File: config.mk
export PLATFORM = sky130hd
export DESIGN_NAME = rr_arbiter_param
export DESIGN_NICKNAME = d
export VERILOG_FILES = /design/src/rtl/rr_arbiter_param.sv
export SDC_FILE = /design/constraint.sdc
export NUM_CORES = 1
export LEC_CHECK = 0
export CORE_MARGIN = 8
export CORE_UTILIZATION = 52
export CTS_BUF_LIST = sky130_fd_sc_hd__clkbuf_16
export CTS_CLUSTER_SIZE = 14
export DETAILED_ROUTE_END_ITERATION = 16
export PLACE_DENSITY_LB_ADDON = 0.05
export REMOVE_ABC_BUFFERS = 1
export SLEW_MARGIN = 20
export SYNTH_ARGS = -nofsm -noshare
export SYNTH_HDL_FRONTEND = slang
export SYNTH_SLANG_ARGS = --single-unit
export TNS_END_PERCENT = 5
File: constraint.sdc
create_clock -name clk -period 3.2 [get_ports clk]
set_input_delay 0.8 -clock clk [delete_from_list [all_inputs] [get_ports clk]]
set_output_delay 0.8 -clock clk [all_outputs]
set_load 0.02 [all_outputs]
File: src/rtl/rr_arbiter_param.sv
// Round-robin arbiter with optional grant locking, bounded hold time and a
// manually rotatable priority pointer. All outputs are registered.
module rr_arbiter_param #(
  parameter int unsigned NUM_REQ    = 4,
  parameter int unsigned LOCK_GRANT = 1,
  parameter int unsigned MAX_HOLD   = 8
) (
  input  logic               clk,
  input  logic               reset,
  input  logic [NUM_REQ-1:0] req_i,
  input  logic               release_i,
  input  logic               change_order_i,
  output logic [NUM_REQ-1:0] gnt_o,
  output logic               gnt_valid_o,
  output logic [NUM_REQ-1:0] priority_order_o,
  output logic               timeout_o
);

  localparam int unsigned CntW = $clog2(MAX_HOLD + 1);

  typedef enum logic [0:0] {StIdle, StGrant} state_e;

  state_e             state_q;
  logic [NUM_REQ-1:0] gnt_q;
  logic               valid_q;
  logic [NUM_REQ-1:0] ptr_q;
  logic [CntW-1:0]    cnt_q;
  logic               timeout_q;

  logic [NUM_REQ-1:0] mask_hi;
  logic [NUM_REQ-1:0] masked;
  logic [NUM_REQ-1:0] sel;
  logic [NUM_REQ-1:0] ptr_after_gnt;
  logic [NUM_REQ-1:0] ptr_rot_down;
  logic [CntW-1:0]    cnt_inc;
  logic               hold_done;
  logic               req_held;
  logic               leave;
  logic               timeout_hit;

  // Pick the first requester at or above the pointer, wrapping to the lowest one.
  always_comb begin
    mask_hi = ~(ptr_q - NUM_REQ'(1));
    masked  = req_i & mask_hi;
    if (|masked) begin
      sel = masked & (~masked + NUM_REQ'(1));
    end else begin
      sel = req_i & (~req_i + NUM_REQ'(1));
    end
  end

  // Pointer rotations and grant-termination decision.
  always_comb begin
    ptr_after_gnt = {gnt_q[NUM_REQ-2:0], gnt_q[NUM_REQ-1]};
    ptr_rot_down  = {ptr_q[0], ptr_q[NUM_REQ-1:1]};
    cnt_inc       = cnt_q + CntW'(1);
    hold_done     = (cnt_inc == CntW'(MAX_HOLD));
    req_held      = |(req_i & gnt_q);
    if (LOCK_GRANT != 0) begin
      leave       = release_i | ~req_held | hold_done;
      // Release wins over a simultaneous hold expiry.
      timeout_hit = ~release_i & req_held & hold_done;
    end else begin
      leave       = 1'b1;
      timeout_hit = 1'b0;
    end
  end

  // Arbitration FSM; all outputs come straight from these registers.
  always_ff @(posedge clk) begin
    if (reset) begin
      state_q   <= StIdle;
      gnt_q     <= '0;
      valid_q   <= 1'b0;
      ptr_q     <= NUM_REQ'(1);
      cnt_q     <= '0;
      timeout_q <= 1'b0;
    end else begin
      timeout_q <= 1'b0;
      unique case (state_q)
        StIdle: begin
          if (|req_i) begin
            gnt_q   <= sel;
            valid_q <= 1'b1;
            cnt_q   <= '0;
            state_q <= StGrant;
          end else if (change_order_i) begin
            ptr_q <= ptr_rot_down;
          end
        end
        StGrant: begin
          if (leave) begin
            gnt_q     <= '0;
            valid_q   <= 1'b0;
            ptr_q     <= ptr_after_gnt;
            timeout_q <= timeout_hit;
            state_q   <= StIdle;
          end else begin
            // Leaving at cnt_inc == MAX_HOLD keeps the counter from wrapping.
            cnt_q <= cnt_inc;
          end
        end
        default: state_q <= StIdle;
      endcase
    end
  end

  assign gnt_o            = gnt_q;
  assign gnt_valid_o      = valid_q;
  assign priority_order_o = ptr_q;
  assign timeout_o        = timeout_q;

endmodule

==> out/results.tsv <==
stage	metric	value	unit
pwr	NetSw	0.1403	mW
placement	RePlAce Congestion	0.7997	
drt	post-route ant nets	0	
timing	Worst Tran Pin Value	0.7089	ns
clock_tree	# hold bufs at CTS	0	
clock_tree	H-tree levels	1	
logic_synthesis	Post-Syn Area per Cell	8.459	um^2
drt	vias	820	
outcome	run status	completed	
floorplan	Die W	55.52	um
critical_path	CP arrival	2.83	ns
pwr	Max IR drop VDD	0.4621	mV
pwr	Switching Share	0.2531	
timing	crit path time final	2.662	ns
timing	clock skew	0.003162	ns
placement	port bufs	17	
logic_synthesis	Syn. warnings	0	
logic_synthesis	Mapped Cells	96	
critical_path	CP max FO	7	
finish	share of cells above drive strength 1	0.09483	
critical_path	Critical Path RT	3.36	ns
grt	first-pass GRT wire length	3.857	mm
drt	final wirelength	2.186	mm
logic_synthesis	dominant cells by area after synthesis	dfxtp_1 (37%), nor2_1 (6.5%), nand2_1 (4.6%), a21oi_1 (4.3%), o221a_2 (4.2%)	
finish	Core Util, Final	0.7235	
critical_path	CP max stage delay	0.70	ns
timing	final setup TNS	0	ns
placement	DP Wirelength	1.558	mm
critical_path	nature of the critical path startpoint	input port	
floorplan	core area	1489	um^2
run	maxcap violations	0	
logic_synthesis	post-synthesis cell type count	34	
grt	vias in the first global route	831	
finish	Filler cells	122	
pwr	Seq pwr share	0.387	
timing	Final Cycle Share	0.8320	
drt	Starting DRT DRC Count	35	
clock_tree	CTS buffer count	3	
critical_path	cell mode on critical path	a21oi_1	
hold_path	HP Class	flip-flop to flip-flop	
clock_tree	CTS tree	built	
pwr	Pwr Total	0.5545	mW
finish	final net count	127	
critical_path	crit-path leading delay family	simple AND/OR/NAND/NOR gates	
grt	pin count of the biggest net entering global routing	14	
critical_path	Cell Chain, Critical Path	clkdlybuf4s50_1, nor4_1, nor2_1, a21oi_1, nand2_1, a21oi_1	
floorplan	io pins	18	
clock_tree	worst skew pair latency	0.24	ns
drt	router iterations before antenna repair	4	
grt	global-route usage over all layers	0.1500	
floorplan	Core Rows	14	
finish	Area growth syn-to-layout	32.67	%
clock_tree	post_cts resized	0	
timing	RSZ-0062 raised after global routing	no	
pwr	LEAKAGE	0.4256	nW
drt	DR WL/cell	16.56	um
timing	Max Slew Vio Count	0	
timing	Min Hold Slack	0.5037	ns
pwr	P per Cell Area	514.7	nW/um^2
pwr	P_int	0.4141	mW
drt	via-per-instance ratio	6.212	
floorplan	Die Height	55.52	um
logic_synthesis	sequential area share after synthesis	0.3698	
logic_synthesis	Post-Syn Area	812.0	um^2
drt	residual DRC count	0	
timing	Slew HR	0.5230	
critical_path	crit end category	flip-flop	
timing	Fmax achieved	0.3756	GHz
floorplan	die area	3082	um^2
floorplan	starting density of the core	0.5454	
clock_tree	CTS Sinks	15	
clock_tree	Clock Path Buffers	2	
clock_tree	CTS clk-pin slew, worst paths	0.05	ns
pwr	power share of the clock group	0.418	
critical_path	WS Path Type	input port to flip-flop	
grt	GR Overflow Total	0	
grt	initial antenna violation count	0	
pwr	Logic pwr share	0.195	
critical_path	Slowest cell on crit path	nor4_1	
finish	Antenna Cells	0	
critical_path	CP Buf/Inv Count	1	
logic_synthesis	Synth area leader	dfxtp_1	
logic_synthesis	flops & latches, synth	15	
clock_tree	setup bufs post-CTS	0	
timing	final setup fails	0	
clock_tree	Root Driver	clkbuf_16	
timing	final hold viol count	0	
logic_synthesis	top cell type's share of synthesized area	0.3698	
-- cell usage after synthesis (all sizes together) --
cell type,number
dfxtp,15
nor2,14
nand2,10
a21oi,7
inv,7
nand3,4
a22oi,3
o21ai,3
o221a,3
o22ai,3
and2,2
ha,2
o211ai,2
o32ai,2
or4,2
a211oi,1
a21boi,1
a21o,1
a2bb2oi,1
a31oi,1
a32oi,1
and3,1
and3b,1
clkbuf,1
nand3b,1
nor3,1
nor4,1
nor4b,1
o2111ai,1
o211a,1
o31ai,1
xnor2,1
-- worst min-delay path, cell delays in order (launching register included) --
cell	delay, ns
dfxtp_1	0.33
nand2_1	0.07
a21oi_1	0.06
-- final timing paths --
kind,startpoint,to,slack (ns),cells past startpoint
max,req_i[0],cnt_q[3],0.54,6
min,cnt_q[3],cnt_q[3],0.50,2
max reg2reg,priority_order_o[0],gnt_o[3],1.42,6
min reg2reg,cnt_q[3],cnt_q[3],0.50,2
-- per-stage QoR --
stage / setup slack (ns) / instances / cell area [um^2]
2_1_floorplan: 1.348 / 95 / 808.3
3_3_place_gp: 0.3726 / 128 / 998.5
3_5_place_dp: 0.4025 / 128 / 998.5
4_1_cts: 0.6003 / 132 / 1077
5_1_grt: 0.3554 / 132 / 1077
6_report: 0.5377 / 132 / 1077
-- cells by family after synthesis --
logic type | count (synthesis) | synth area share
compound gates | 32 | 0.3051
fa+ha+maj | 2 | 0.03081
xor+xnor | 1 | 0.01079
flops | 15 | 0.3698
buf+inv | 8 | 0.03698
simple gates | 38 | 0.2465
-- area by class of cell --
class                   count  area, um^2  share of cell area
repair buffers             17       170.2              0.1580
clock inverters             1       3.754            0.003484
well taps                  16       20.02             0.01858
inverters                   7       26.28             0.02439
clock buffers               3       75.07             0.06969
multi-input cells          73       481.7              0.4472
flip-flops and latches     15       300.3              0.2787
-- flip-flops by register name (all words and copies together) (netlist names) --
name and flops:
cnt_q 4, gnt_o 4, gnt_valid_o 1, priority_order_o 4, state_q 1, timeout_o 1
-- cell usage in the layout, fill, tap and decap left out, drive strengths merged, types with 2 or more instances in the layout --
| master | netlist | layout |
|---|---|---|
| o32ai | 2 | 2 |
| a21oi | 7 | 7 |
| and2 | 2 | 2 |
| o221a | 3 | 3 |
| nor2 | 14 | 14 |
| o211ai | 2 | 2 |
| o21ai | 3 | 3 |
| inv | 7 | 8 |
| or4 | 2 | 2 |
| dfxtp | 15 | 15 |
| ha | 2 | 2 |
| nand3 | 4 | 4 |
| a22oi | 3 | 3 |
| clkdlybuf4s50 | 0 | 17 |
| nand2 | 10 | 10 |
| clkbuf | 1 | 3 |
| o22ai | 3 | 3 |
-- metal layers --
metal  routed length, um  up-vias  track usage
li1                    -      402            -
met2                1094       31       0.2548
met1                 941      383       0.1715
met3                 117        4      0.03881
met4                  32        0      0.06338
met5                   0        -            0
-- power groups by stage --
stage	clock [mW]	combinational [mW]	sequential (mW)
5_1_grt	0.248	0.119	0.216
6_report	0.232	0.108	0.214
3_3_place_gp	0	0.105	0.216
3_5_place_dp	0	0.107	0.217
4_1_cts	0.237	0.108	0.214
2_1_floorplan	0	0.0516	0.225
(Power assumes the default switching activity.)
